<file path="src/rtl/picomips_acc_alu.sv">
// picoMips accumulator datapath: one 8-bit signed accumulator updated from
// ACC and a selected operand by either a wrapping add or a Q.3 fixed-point multiply.

module picomips_mul8 (
  input  logic signed [7:0]  a_i,
  input  logic signed [7:0]  b_i,
  output logic signed [15:0] p_o
);

  // Both operands are signed, so the product is sign-extended to the full 16 bits.
  assign p_o = a_i * b_i;

endmodule

module picomips_acc_alu (
  input  logic       Clock,
  input  logic       nReset,
  input  logic [7:0] Imm,
  input  logic [2:0] Func,
  input  logic       WE,
  input  logic       SelImm,
  input  logic       SelSW,
  input  logic       UseMul,
  input  logic       UseACC,
  input  logic [7:0] SW,
  input  logic [7:0] RegData,
  output logic [7:0] ACC
);

  logic        [7:0]  acc_q, acc_d;
  logic signed [7:0]  op_a, op_b;
  logic signed [15:0] prod;
  logic        [7:0]  sum;
  logic        [7:0]  result;

  // The opcode is visible here only for debug; the decoder drives the selects.
  // Product bits outside [10:3] are dropped by the fixed-point scaling.
  logic unused_bits;
  assign unused_bits = ^{Func, prod[15:11], prod[2:0]};

  always_comb begin
    if (SelImm)     op_b = Imm;
    else if (SelSW) op_b = SW;
    else            op_b = RegData;
  end

  assign op_a = UseACC ? acc_q : 8'sd0;
  assign sum  = op_a + op_b;

  picomips_mul8 u_mul (
    .a_i (op_a),
    .b_i (op_b),
    .p_o (prod)
  );

  // Arithmetic shift right by 3 of the signed product, wrapped to 8 bits.
  assign result = UseMul ? prod[10:3] : sum;
  assign acc_d  = WE ? result : acc_q;

  // NOTE: sequential state uses non-blocking assignments so every register
  // samples pre-edge values; the async clear sits in the sensitivity list.
  always_ff @(posedge Clock or negedge nReset) begin
    if (!nReset) acc_q <= 8'h00;
    else         acc_q <= acc_d;
  end

  assign ACC = acc_q;

endmodule

</file>
<file path="config.mk">
export PLATFORM = sky130hd
export DESIGN_NAME = picomips_acc_alu
export DESIGN_NICKNAME = d
export VERILOG_FILES = /design/src/rtl/picomips_acc_alu.sv
export SDC_FILE = /design/constraint.sdc
export NUM_CORES = 1
export LEC_CHECK = 0
export BUFFER_PORTS_ARGS = -buffer_cell sky130_fd_sc_hd__buf_2
export CORE_UTILIZATION = 58
export DETAILED_ROUTE_END_ITERATION = 12
export PLACE_DENSITY = 0.82
export SYNTH_ARGS = -nofsm -noshare
export SYNTH_HDL_FRONTEND = slang
export SYNTH_SLANG_ARGS = --single-unit
</file>
<file path="constraint.sdc">
create_clock -name Clock -period 5.7 [get_ports Clock]
set_clock_uncertainty 0.05 [all_clocks]
set_input_delay 1.14 -clock Clock [delete_from_list [all_inputs] [get_ports Clock]]
set_output_delay 1.14 -clock Clock [all_outputs]
set_load 0.005 [all_outputs]
</file>
After elaboration in Yosys (flattened, before gate mapping)
Cells that the tools add are included.

storage, ports and cells
  flip-flop bits (word level) = 8

cells by class
  multipliers = 1
  multiplexer cells = 4
  add/sub/neg operators = 1

operators with widths
  cell          number
  $mux 8        4
  $mul 8x8->11  1
  $add 8x8->8   1

Depth between registers and ports, before layout
Gate-level depths: netlist of the first run.

  depth after elaboration = 4
  gate-level depth with buffers = 22

Cells and area by module
A second synthesis of the first run with hierarchy kept.

second synthesis, totals
  cells, all modules = 396
  area, all modules = 3394.5 um2

by module, submodules not included
  module            times used  cells an instance  sequential area each (um2)  area each (um2)
  picomips_mul8     1           287                0.0                         2522.4
  picomips_acc_alu  1           109                200.2                       872.1

Worst setup path after synthesis of the first run
OpenSTA, ideal clock, no wires.

  path type = input-to-reg
  from = input SelImm
  to = register acc_q[7], in the netlist ACC[7]
  arrival time = 5.684 ns
  buffers on the path = 2
  setup slack = -0.098 ns
  cell stages on the path = 20
  path through = buf_2 > clkbuf_1 > nor2_1 > a21oi_1 > inv_1 > ha_1 > fa_1 > ha_1 > inv_1 > fa_1 > fa_1 > inv_1 > ha_1 > a21o_1 > a21oi_1 > o21bai_1 > a21oi_1 > xnor3_1 > a21oi_1 > a22o_2

on the way
  longest elaborated chain between the ends = 3

ends and longest elaborated chain
  element                                      line    source
  start: declaration                           21      input logic SelImm,
  $mux 8 (*)                                   42      if (SelImm) op_b = Imm;
  $mul 8x8->11 or $add 8x8->8 (tied branches)  11, 48
  $mux 8 (*)                                   57      assign result = UseMul ? prod[10:3] : sum;
  end signal: assignment                       63      if (!nReset) acc_q <= 8'h00;
  end signal: assignment                       64      else acc_q <= acc_d;
  end: declaration                             30      logic [7:0] acc_q, acc_d;

Mark *: on every way between the ends. The rest lies on a longest branch, timed or not.
A chain may end at the register's enable or synchronous reset.

Worst setup path after layout of the first run
  from = input SelSW
  to = register acc_q[7], in the netlist ACC[7]

on the way
  longest elaborated chain between the ends = 4

ends and longest elaborated chain
  element                                      line    source
  start: declaration                           22      input logic SelSW,
  $mux 8 (*)                                   43      else if (SelSW) op_b = SW;
  $mux 8 (*)                                   42
  $mul 8x8->11 or $add 8x8->8 (tied branches)  11, 48
  $mux 8 (*)                                   57

Marked as above.

==> results of run 1 <==
[critical path, delay by kind of cell]
family	cells	cell delay (ns)
adder cells (fa/ha/maj)	5	2.38
AO/OA/AOI/OAI	5	0.78
buffers and inverters	6	0.54
multiplexers	2	0.49
XOR/XNOR	1	0.25
AND/OR/NAND/NOR	1	0.07
[cells in the mapped netlist]
cell type  count  area share
o211ai_2       1      0.0051
a21oi_1       22       0.045
xnor3_1        2       0.019
buf_6          1      0.0046
o21a_1         2      0.0062
mux2_2         3       0.014
xnor2_1       19       0.068
mux2_4         1      0.0062
and4_1         1      0.0036
and3_1         1      0.0026
nor2_1        50       0.077
buf_2          2      0.0041
xor2_1         4       0.014
nand2_1       21       0.032
dfrtp_1        8       0.082
fa_1          32        0.26
inv_1         72        0.11
o21ai_0        5       0.010
a22o_2         1      0.0041
a311oi_1       1      0.0036
nand2b_1       3      0.0077
o21bai_1       4       0.012
clkbuf_1       2      0.0031
o21a_4         1      0.0062
buf_1          1      0.0015
mux2i_1        9       0.037
ha_1          28        0.14
a21o_1         3      0.0093
nor3_1         1      0.0021
[how the worst max path moves through the flow]
stage,from,to,cells after the start
floorplan,SelSW,ACC[7]$_DFFE_PN0P_,19
global placement,SelSW,ACC[7]$_DFFE_PN0P_,24
detailed placement,SelSW,ACC[7]$_DFFE_PN0P_,24
CTS,SelSW,ACC[7]$_DFFE_PN0P_,24
global route,SelSW,ACC[7]$_DFFE_PN0P_,20
finish,SelSW,ACC[7]$_DFFE_PN0P_,20
[power by group through the flow]
stage	clock [uW]	sequential [uW]	combinational [uW]
3_3_place_gp	0	105	1200
3_5_place_dp	0	107	1250
4_1_cts	66.7	107	1280
5_1_grt	70.3	110	1470
2_1_floorplan	0	108	879
6_report	65.8	108	1310
[kinds of logic after synthesis]
kind of cell	after synthesis	share of synthesized area
simple gates	77	0.1255
fa+ha+maj	60	0.4072
compound gates	40	0.1023
buf+inv	78	0.1244
xor+xnor	25	0.1013
mux	13	0.05707
flops	8	0.08226
[metrics by stage]
stage                     utilization  power, uW  instances
final                          0.7610       1487        428
after CTS                      0.7532       1451        427
after global routing           0.7610       1647        428
after floorplan                     -      987.3        301
after detailed placement       0.7376       1356        422
after global placement         0.7376       1301        422
[cell usage in the layout, fill, tap and decap left out, drive strengths merged]
master,instances
fa,32
dfrtp,8
nor2,50
mux2i,9
nand2,21
o21ai,5
and4,1
nand2b,3
and3,1
nor3,1
xnor2,19
clkbuf,3
xor2,4
o211ai,1
a21o,3
a21oi,22
a311oi,1
a22o,1
buf,80
xnor3,2
ha,28
inv,72
o21bai,4
mux2,4
o21a,3
[routing by layer]
metal,up-vias,part of all wire
met5,-,0
met4,0,0.011
met3,10,0.050
met2,62,0.52
met1,1067,0.42
li1,1076,-
[area by class of cell]
cell class	count	area [um^2]	share of cell area
timing repair buffer	80	508.0	0.1669
clock buffer	3	41.29	0.01356
sequential	8	200.2	0.06576
tap	50	62.56	0.02055
inverter	72	270.3	0.08878
multi-input combinational	215	1962	0.6445
[timing repair]
item,4_1_cts,5_1_grt
setup endpoints to repair,1,1
gates resized for setup,2,5
pin swaps,0,4
setup buffers,2,1
==> key figures, run 1 <==
Run status
  • Status: finished, final reports clean

Power and ir drop
  • Pwr dens: 488.6 nW/um^2
  • LEAKAGE: 0.001710 uW
  • Switching pwr: 727.6 uW
  • Sw frac: 0.4892
  • Int Power: ~760 uW
  • Worst vdd ir: 0.5178 mV
  • Combinational power share: 0.883
  • Clock Power Share: 0.044
  • Sequential Power Share: 0.072

GRT
  • Vias in the first global route: 2236
  • Global routing's busiest layer: met2
  • All-Layer GR Usage: 0.3015
  • Congestion Overflow GR: 0
  • Largest net degree at the start of global routing: 16
  • First-pass GRT wire length: 9.956 mm
  • Met1 Use GR: 0.3974
  • Grt met2 use: 0.5227
  • Initial antenna violation count: 0
  • GR Util met3: 0.03253

Floorplan
  • Starting Density: 0.6084
  • Chip Height: ~67 um
  • Core Area: 4000 um^2
  • DIE AREA: 4459 um^2
  • Die Width: 66.78 um
  • Io pins: 42
  • Placement Rows: 23

Route
  • TritonRoute pass-1 iters: 4
  • Vias: 2215
  • Drt wl/cell: 14.16 um
  • # DRC: 0
  • Final wirelength: 6.059 mm
  • Initial DRC Count: 95
  • Drt via density: approximately 5.2
  • Remaining antenna violation count: 0

Synth
  • Synth Cell Area: 2434 um^2
  • Post-synthesis sequential area ratio: 0.08226
  • Cell count after synthesis: 301
  • Avg Cell Area, Syn: 8.085 um^2
  • Synth warn: 0
  • Mapped Nets: 395
  • #FFs+latches synth: 8
  • Library cells used by synthesis: 29

Worst hold path
  • Hold depth: 1
  • Worst Hold Path EP: ACC[7]$_DFFE_PN0P_
  • Worst Hold Class: flop to flop
  • Worst Hold Launch: ACC[7]$_DFFE_PN0P_

Placement
  • Post-DP HPWL: 5.132 mm
  • Port Buf Inserts: 38
  • RD Place Congestion: 0.9071
  • DP Area: 2950 um^2
  • Pre-CTS setup slack: -0.3146 ns

STA
  • Least-Margin Pin Slew: 0.3407 ns
  • Minimum clock period: 5.520 ns
  • Fin Setup TNS: 0 ns
  • Fin crit share: 0.9684
  • RSZ-0062 raised after global routing: false
  • Hold_ws: 0.4908 ns
  • Relative slew slack: 0.7704
  • Fmax: 181.2 MHz
  • Hold Violations, Final: 0
  • Max Slew Vio Count: 0
  • Setup violations, final: 0
  • Worst setup margin: 0.1803 ns

Worst setup path
  • CP peak stage delay: 0.54 ns
  • WP data required: about 5.8 ns
  • CP Capture Type: flop
  • RR Startpoint: ACC[3]$_DFFE_PN0P_
  • R2R setup slack: 1.17 ns
  • CP Data Arrival Time: 5.64 ns
  • Worst-path maximum fanout: 7
  • Crit-path slowest cell: fa_1
  • Crit-path cells: buf_4 > mux2_2 > mux2i_1 > buf_4 > nor2_1 > fa_1 > inv_1 > fa_1 > inv_1 > fa_1 > inv_1 > fa_1 > inv_1 > ha_1 > a21oi_2 > o21bai_1 > a21oi_2 > xnor3_1 > a21oi_1 > a22o_2
  • Critical R2R Capture: ACC[7]$_DFFE_PN0P_
  • Worst reg-to-reg path cell count: 17
  • Crit path kind: input pin to flop
  • Startpoint class of the critical path: input pin

Layout
  • Post-layout nets: between 400 and 500
  • Number of fill cells: 276
  • Ratio of cells with drive above 1 in the final layout: 0.2566
  • Max FFs per register: 8
  • Final instance area: 3044 um^2
  • Syn-to-layout area delta: 25.09%
  • ANT cells: 0

Clock network
  • Sink Count: 8
  • Hold Buf Count CTS: 0
  • CTS tree: built
  • H-tree Lvls: 1
  • CTS Buffer Depth: 2
  • Num CTS Buffers: 3
  • Clock root cell: clkbuf_8
  • Worst-path clk slew: 0.04 ns
  • Clock Latency Late Sink: roughly 0.23 ns

Job
  • Max-cap violations: 0
Note: power is estimated with default switching activity, not from simulation.
==> inputs of run 2 (changes only) <==
- CORE_UTILIZATION: 58 -> 61
- PLACE_DENSITY: 0.82 -> 0.83
- SYNTH_HIERARCHICAL: default -> 1
- TNS_END_PERCENT: default -> 30
==> run 2 against run 1 <==
Effect of this change:
- area after synthesis increased by 5.5%
- die area increased by 0.30%
- fmax increased by 1.0%
==> key figures, run 2 <==
Worst setup path
  • Startpoint class of the critical path: input pin (unchanged)
  • CP Capture Type: flop (unchanged)
  • WP data required: 5.74 ns (was 5.82 ns)
  • Crit path kind: input pin to flop (unchanged)
  • Cell mode on critical path: inv_1
  • CP peak stage delay: 0.53 ns (was 0.54 ns)
  • Crit-path cells: buf_2 > buf_4 > mux2i_1 > o21a_1 > inv_1 > and2_1 > fa_1 > inv_1 > fa_1 > inv_1 > fa_1 > inv_1 > fa_1 > inv_1 > ha_1 > buf_4 > a21o_1 > a21oi_2 > nand2_1 > nor2_1 > nor2_1 > a31oi_1 > nand3_1 (was buf_4 > mux2_2 > mux2i_1 > buf_4 > nor2_1 > fa_1 > inv_1 > fa_1 > inv_1 > fa_1 > inv_1 > fa_1 > inv_1 > ha_1 > a21oi_2 > o21bai_1 > a21oi_2 > xnor3_1 > a21oi_1 > a22o_2)
  • Worst-path maximum fanout: 5 (was 7)
  • Crit-path slowest cell: fa_1 (unchanged)
  • CP Data Arrival Time: 5.50 ns (was 5.64 ns)

Worst hold path
  • Worst Hold Class: flop to flop (unchanged)

STA
  • Setup violations, final: 0 (unchanged)
  • RSZ-0062 raised after global routing: false (unchanged)
  • Minimum clock period: 5.462 ns (was 5.520 ns)
  • Max Slew Vio Count: 0 (unchanged)
  • Fmax: 183.1 MHz (was 181.2 MHz)
  • Least-Margin Pin Slew: 0.5675 ns (was 0.3407 ns)
  • Fin crit share: 0.9583 (was 0.9684)
  • Hold Violations, Final: 0 (unchanged)
  • Relative slew slack: 0.6177 (was 0.7704)

Clock network
  • H-tree Lvls: 1 (unchanged)
  • CTS Buffer Depth: 2 (unchanged)
  • Clock root cell: clkbuf_8 (unchanged)
  • Sink Count: 8 (unchanged)
  • Clock Latency Late Sink: 0.22 ns (was 0.23 ns)
  • Worst-path clk slew: 0.04 ns (about the same)
  • Post-CTS Setup Bufs: 0 (was 2)
  • Num CTS Buffers: 3 (unchanged)
  • CTS tree: built (unchanged)

Route
  • Initial DRC Count: 70 (was 95)
  • Vias: 2180 (was 2215)
  • Final wirelength: 5.841 mm (was 6.059 mm)
  • TritonRoute pass-1 iters: 4 (unchanged)
  • # DRC: 0 (unchanged)
  • Drt via density: 5.291 (was 5.175)
  • Remaining antenna violation count: 0 (unchanged)
  • Drt wl/cell: 14.18 um (was 14.16 um)

Layout
  • Ratio of cells with drive above 1 in the final layout: 0.1878 (was 0.2566)
  • Syn-to-layout area delta: 17.30% (was 25.09%)
  • Max FFs per register: 8 (unchanged)
  • Final Non-Filler Cells: 412 (was 428)
  • Commonest non-fill, non-tap cell in the layout: inv_1 (unchanged)
  • Most frequent cells in the layout: 63 x inv_1, 44 x and2_1, 38 x fa_1, 38 x buf_2, 31 x ha_1 (was 72 x inv_1, 49 x nor2_1, 43 x buf_4, 37 x buf_2, 31 x fa_1)
  • Number of fill cells: 325 (was 276)
  • ANT cells: 0 (unchanged)
  • Fin util: 0.7475 (was 0.7610)
  • Post-layout nets: 467 (was 474)

Synth
  • Avg Cell Area, Syn: 8.473 um^2 (was 8.085 um^2)
  • Synth warn: 6 (was 0)
  • Cell count after synthesis: 303 (was 301)
  • Mapped Nets: 406 (was 395)
  • Synth Cell Area: 2567 um^2 (was 2434 um^2)

Power and ir drop
  • LEAKAGE: 0.001641 uW (was 0.001710 uW)
  • Worst vdd ir: 0.2872 mV (was 0.5178 mV)
  • Pwr dens: 405.0 nW/um^2 (was 488.6 nW/um^2)

Run status
  • Status: finished, final reports clean (unchanged)

Job
  • Max-cap violations: 0 (unchanged)

GRT
  • Largest net degree at the start of global routing: 20 (was 16)
  • Congestion Overflow GR: 0 (unchanged)
  • Vias in the first global route: 2111 (was 2236)
  • Initial antenna violation count: 0 (unchanged)
  • All-Layer GR Usage: 0.2844 (was 0.3015)
  • First-pass GRT wire length: 9.370 mm (was 9.956 mm)

Floorplan
  • Starting Density: 0.6373 (was 0.6084)
  • Io pins: 42 (unchanged)
  • Die Width: 66.88 um (was 66.78 um)
  • Core Area: 4029 um^2 (was 4000 um^2)
  • Chip Height: 66.88 um (was 66.78 um)
  • DIE AREA: 4472 um^2 (was 4459 um^2)
  • Placement Rows: 23 (unchanged)

Placement
  • Port Buf Inserts: 38 (unchanged)
  • Post-DP HPWL: 4.921 mm (was 5.132 mm)
  • Placed cell count: 409 (was 422)
  • RD Place Congestion: 0.9129 (was 0.9071)
-- run 2: worst max-delay path, delay by kind of cell --
family                   cells  cell delay (ns)
adder cells (fa/ha/maj)      5             2.29
AO/OA/AOI/OAI                4             0.63
AND/OR/NAND/NOR              5             0.51
buffers and inverters        8             0.73
multiplexers                 1             0.18
-- run 2: final cells by class --
class | count | area, um^2 | area share
multi-input combinational | 227 | 2108 | 0.7000
timing repair buffer | 61 | 362.8 | 0.1205
inverter | 63 | 236.5 | 0.07852
sequential | 8 | 200.2 | 0.06647
tap | 50 | 62.56 | 0.02077
clock buffer | 3 | 41.29 | 0.01371
-- run 2: final timing paths --
path                            slack, ns  cells after the start          startpoint                 end
worst max-delay path                 0.24                     23               SelSW  ACC[6]$_DFFE_PN0P_
worst min-delay path                 0.50                      2  ACC[3]$_DFFE_PN0P_  ACC[3]$_DFFE_PN0P_
worst max register to register       1.13                     19  ACC[1]$_DFFE_PN0P_  ACC[6]$_DFFE_PN0P_
worst min register to register       0.50                      2  ACC[3]$_DFFE_PN0P_  ACC[3]$_DFFE_PN0P_
max in group asynchronous            4.74                      1              nReset  ACC[0]$_DFFE_PN0P_
min in group asynchronous            0.70                      1              nReset  ACC[7]$_DFFE_PN0P_
-- run 2: metrics by stage --
step / total power (uW) / hold WS (ns) / cell area [um^2] / setup WS (ns) / TNS (ns)
4_1_cts: 1217 / 0.4999 / 3012 / 0.1277 / 0
3_5_place_dp: 1139 / 0.4885 / 2970 / -0.09769 / -0.09769
5_1_grt: 1369 / 0.5484 / 3012 / 0.006856 / 0
2_1_floorplan: 829.3 / 0.4839 / 2567 / 0.2266 / 0
6_report: 1220 / 0.5031 / 3012 / 0.2375 / 0
3_3_place_gp: 1096 / 0.4726 / 2970 / -0.06182 / -0.06182
-- run 2: metal layers --
metal / track usage / share of wire / up-vias / wire length, um
li1: - / - / 1059 / -
met1: 0.3760 / 0.43 / 1056 / 2495
met2: 0.5126 / 0.52 / 57 / 3041
met3: 0.01027 / 0.040 / 8 / 232
met4: 0.06117 / 0.012 / 0 / 71
met5: 0 / 0 / - / 0
-- run 2: power by group --
part / switching, uW / leakage, uW / internal (uW) / total, uW
registers: 16.5 / 0.0000938 / 83.9 / 100
clock network: 20.3 / 0.0000216 / 45.6 / 65.8
logic: 568 / 0.00153 / 485 / 1050
-- run 2: timing repair --
item,CTS,global route
endpoints found under the setup margin,0,2
hold endpoints to repair,0,0
gates resized for setup,0,2
hold buffers,0,0
==> inputs of run 3 (changes only) <==
- CORE_UTILIZATION: 61 -> 62
- CTS_BUF_LIST: default -> sky130_fd_sc_hd__clkbuf_4
- CTS_CLUSTER_SIZE: default -> 10
- PLACE_DENSITY: 0.83 -> 0.84
==> run 3 against run 2 <==
Effect of this change:
- hold slack worse by 0.0063 ns
- setup slack worse by 0.021 ns
- cell area is 0.46% lower
- critical endpoint is now ACC[7]$_DFFE_PN0P_
- register-to-register slack better by 0.03 ns
==> key figures, run 3 (synthesized netlist as in run 2, its figures left out) <==
STA
  • Fmax: 182.4 MHz (was 183.1 MHz)
  • RSZ-0062 raised after global routing: false (unchanged)
  • Hold Violations, Final: 0 (unchanged)
  • Fin crit share: 0.9620 (was 0.9583)
  • Least-Margin Pin Slew: 0.5591 ns (was 0.5675 ns)
  • Relative slew slack: 0.6233 (was 0.6177)
  • Worst setup margin: 0.2164 ns (was 0.2375 ns)
  • Max Slew Vio Count: 0 (unchanged)
  • Setup violations, final: 0 (unchanged)
  • Minimum clock period: 5.484 ns (was 5.462 ns)

Worst setup path
  • CP Capture Type: flop (unchanged)
  • Worst reg-to-reg path cell count: 18 (was 19)
  • WP data required: 5.77 ns (was 5.74 ns)
  • Startpoint class of the critical path: input pin (unchanged)
  • Worst-path maximum fanout: 5 (unchanged)
  • Crit path kind: input pin to flop (unchanged)
  • CP Data Arrival Time: 5.55 ns (was 5.50 ns)

Clock network
  • Worst-path clk slew: 0.05 ns (was 0.04 ns)
  • Clock root cell: clkbuf_4 (was clkbuf_8)
  • CTS Buffer Depth: 2 (unchanged)
  • Hold Buf Count CTS: 0 (unchanged)
  • CTS tree: built (unchanged)
  • Num CTS Buffers: 3 (unchanged)
  • Clock Latency Late Sink: 0.25 ns (was 0.22 ns)
  • Sink Count: 8 (unchanged)
  • H-tree Lvls: 1 (unchanged)

Layout
  • Final instance area: 2998 um^2 (was 3012 um^2)
  • Most frequent cells in the layout: 63 x inv_1, 44 x and2_1, 38 x fa_1, 37 x buf_2, 31 x ha_1 (was 63 x inv_1, 44 x and2_1, 38 x fa_1, 38 x buf_2, 31 x ha_1)
  • Final Non-Filler Cells: 412 (unchanged)
  • Max FFs per register: 8 (unchanged)
  • Post-layout nets: 467 (unchanged)
  • Ratio of cells with drive above 1 in the final layout: 0.1906 (was 0.1878)
  • Commonest non-fill, non-tap cell in the layout: inv_1 (unchanged)
  • ANT cells: 0 (unchanged)
  • Fin util: 0.7495 (was 0.7475)
  • Syn-to-layout area delta: 16.76% (was 17.30%)

Worst hold path
  • Worst Hold Class: flop to flop (unchanged)
  • Hold depth: 2 (unchanged)

Run status
  • Status: finished, final reports clean (unchanged)

Placement
  • RD Place Congestion: 0.9326 (was 0.9129)
  • Pre-CTS setup slack: -0.1660 ns (was -0.09769 ns)
  • Port Buf Inserts: 38 (unchanged)
  • Placed cell count: 409 (unchanged)
  • DP Area: 2970 um^2 (unchanged)
  • Post-DP HPWL: 4.949 mm (was 4.921 mm)

Power and ir drop
  • Switching pwr: 609.3 uW (was 605.2 uW)
  • Combinational power share: 0.882 (was 0.864)
  • Sw frac: 0.5054 (was 0.4962)
  • Total power: 1206 uW (was 1220 uW)
  • Pwr dens: 402.1 nW/um^2 (was 405.0 nW/um^2)
  • LEAKAGE: 0.001635 uW (was 0.001641 uW)
  • Sequential Power Share: 0.083 (was 0.082)
  • Worst vdd ir: 0.2660 mV (was 0.2872 mV)
  • Clock Power Share: 0.035 (was 0.054)
  • Int Power: 596.2 uW (was 614.6 uW)

Floorplan
  • Starting Density: 0.6419 (was 0.6373)
  • Io pins: 42 (unchanged)
  • Chip Height: 66.35 um (was 66.88 um)
  • DIE AREA: 4402 um^2 (was 4472 um^2)
  • Die Width: 66.35 um (was 66.88 um)
  • Core Area: 4000 um^2 (was 4029 um^2)
  • Placement Rows: 23 (unchanged)

GRT
  • Vias in the first global route: 2208 (was 2111)
  • Largest net degree at the start of global routing: 20 (unchanged)
  • Initial antenna violation count: 0 (unchanged)
  • All-Layer GR Usage: 0.2879 (was 0.2844)
  • First-pass GRT wire length: 9.494 mm (was 9.370 mm)
  • Congestion Overflow GR: 0 (unchanged)

Route
  • Initial DRC Count: 81 (was 70)
  • TritonRoute pass-1 iters: 4 (unchanged)
  • Vias: 2163 (was 2180)
  • Final wirelength: 5.787 mm (was 5.841 mm)
  • # DRC: 0 (unchanged)
  • Drt via density: 5.250 (was 5.291)
  • Remaining antenna violation count: 0 (unchanged)
  • Drt wl/cell: 14.05 um (was 14.18 um)

Job
  • Max-cap violations: 0 (unchanged)
run 3: layer usage:
layer	vias up	wire length, um	track usage	share of wire
met5	-	0	0	0
met3	20	170	0.006897	0.029
li1	1055	-	-	-
met1	1038	2418	0.3695	0.42
met2	50	3035	0.5128	0.52
met4	0	163	0.1117	0.028
run 3: worst max-delay path, cell delays in order:
cell and delay [ns]:
clkbuf_4 0.15, buf_4 0.14, mux2i_1 0.18, o21a_1 0.17, inv_1 0.08, and2_1 0.18
fa_1 0.53, inv_1 0.08, fa_1 0.52, inv_1 0.05, fa_1 0.47, inv_1 0.06
fa_1 0.53, inv_1 0.04, ha_1 0.29, o21a_1 0.19, o31a_1 0.11, o21a_1 0.18
nor2_2 0.09, xnor2_1 0.08, a31oi_1 0.16, o21ai_1 0.12
run 3: path summary, 6_finish.rpt:
kind	to	from	slack [ns]
max reg2reg	ACC[7]$_DFFE_PN0P_	ACC[3]$_DFFE_PN0P_	1.16
max in group asynchronous	ACC[0]$_DFFE_PN0P_	nReset	4.76
min	ACC[4]$_DFFE_PN0P_	ACC[4]$_DFFE_PN0P_	0.50
min reg2reg	ACC[4]$_DFFE_PN0P_	ACC[4]$_DFFE_PN0P_	0.50
min in group asynchronous	ACC[5]$_DFFE_PN0P_	nReset	0.67
max	ACC[7]$_DFFE_PN0P_	SelSW	0.22
run 3: layout make-up:
class	count	area [um^2]
Clock buffer	3	22.52
Fill cell	312	1002
Inverter	63	236.5
Multi-Input combinational cell	227	2111
Sequential cell	8	200.2
Tap cell	50	62.56
Timing Repair Buffer	61	365.4
run 3: what timing repair did:
item | 4_1_cts | 5_1_grt
gates resized for setup | 0 | 4
endpoints found under the setup margin | 0 | 1
endpoints found under the hold margin | 0 | 0
setup buffers | 0 | 0
run 3: stage by stage:
stage               hold WS, ns  setup TNS, ns
floorplan                0.4839              0
global placement         0.4726              0
detailed placement       0.4857        -0.1888
CTS                      0.4984              0
global route             0.5310              0
finish                   0.4968              0
run 3: power by group through the flow:
stage               Combinational [uW]  Clock, uW  Sequential [uW]
floorplan                          727          0              102
global placement                  1010          0              100
detailed placement                1050          0              101
CTS                               1060       44.0              100
global route                      1200       46.1              105
finish                            1060       41.7              100
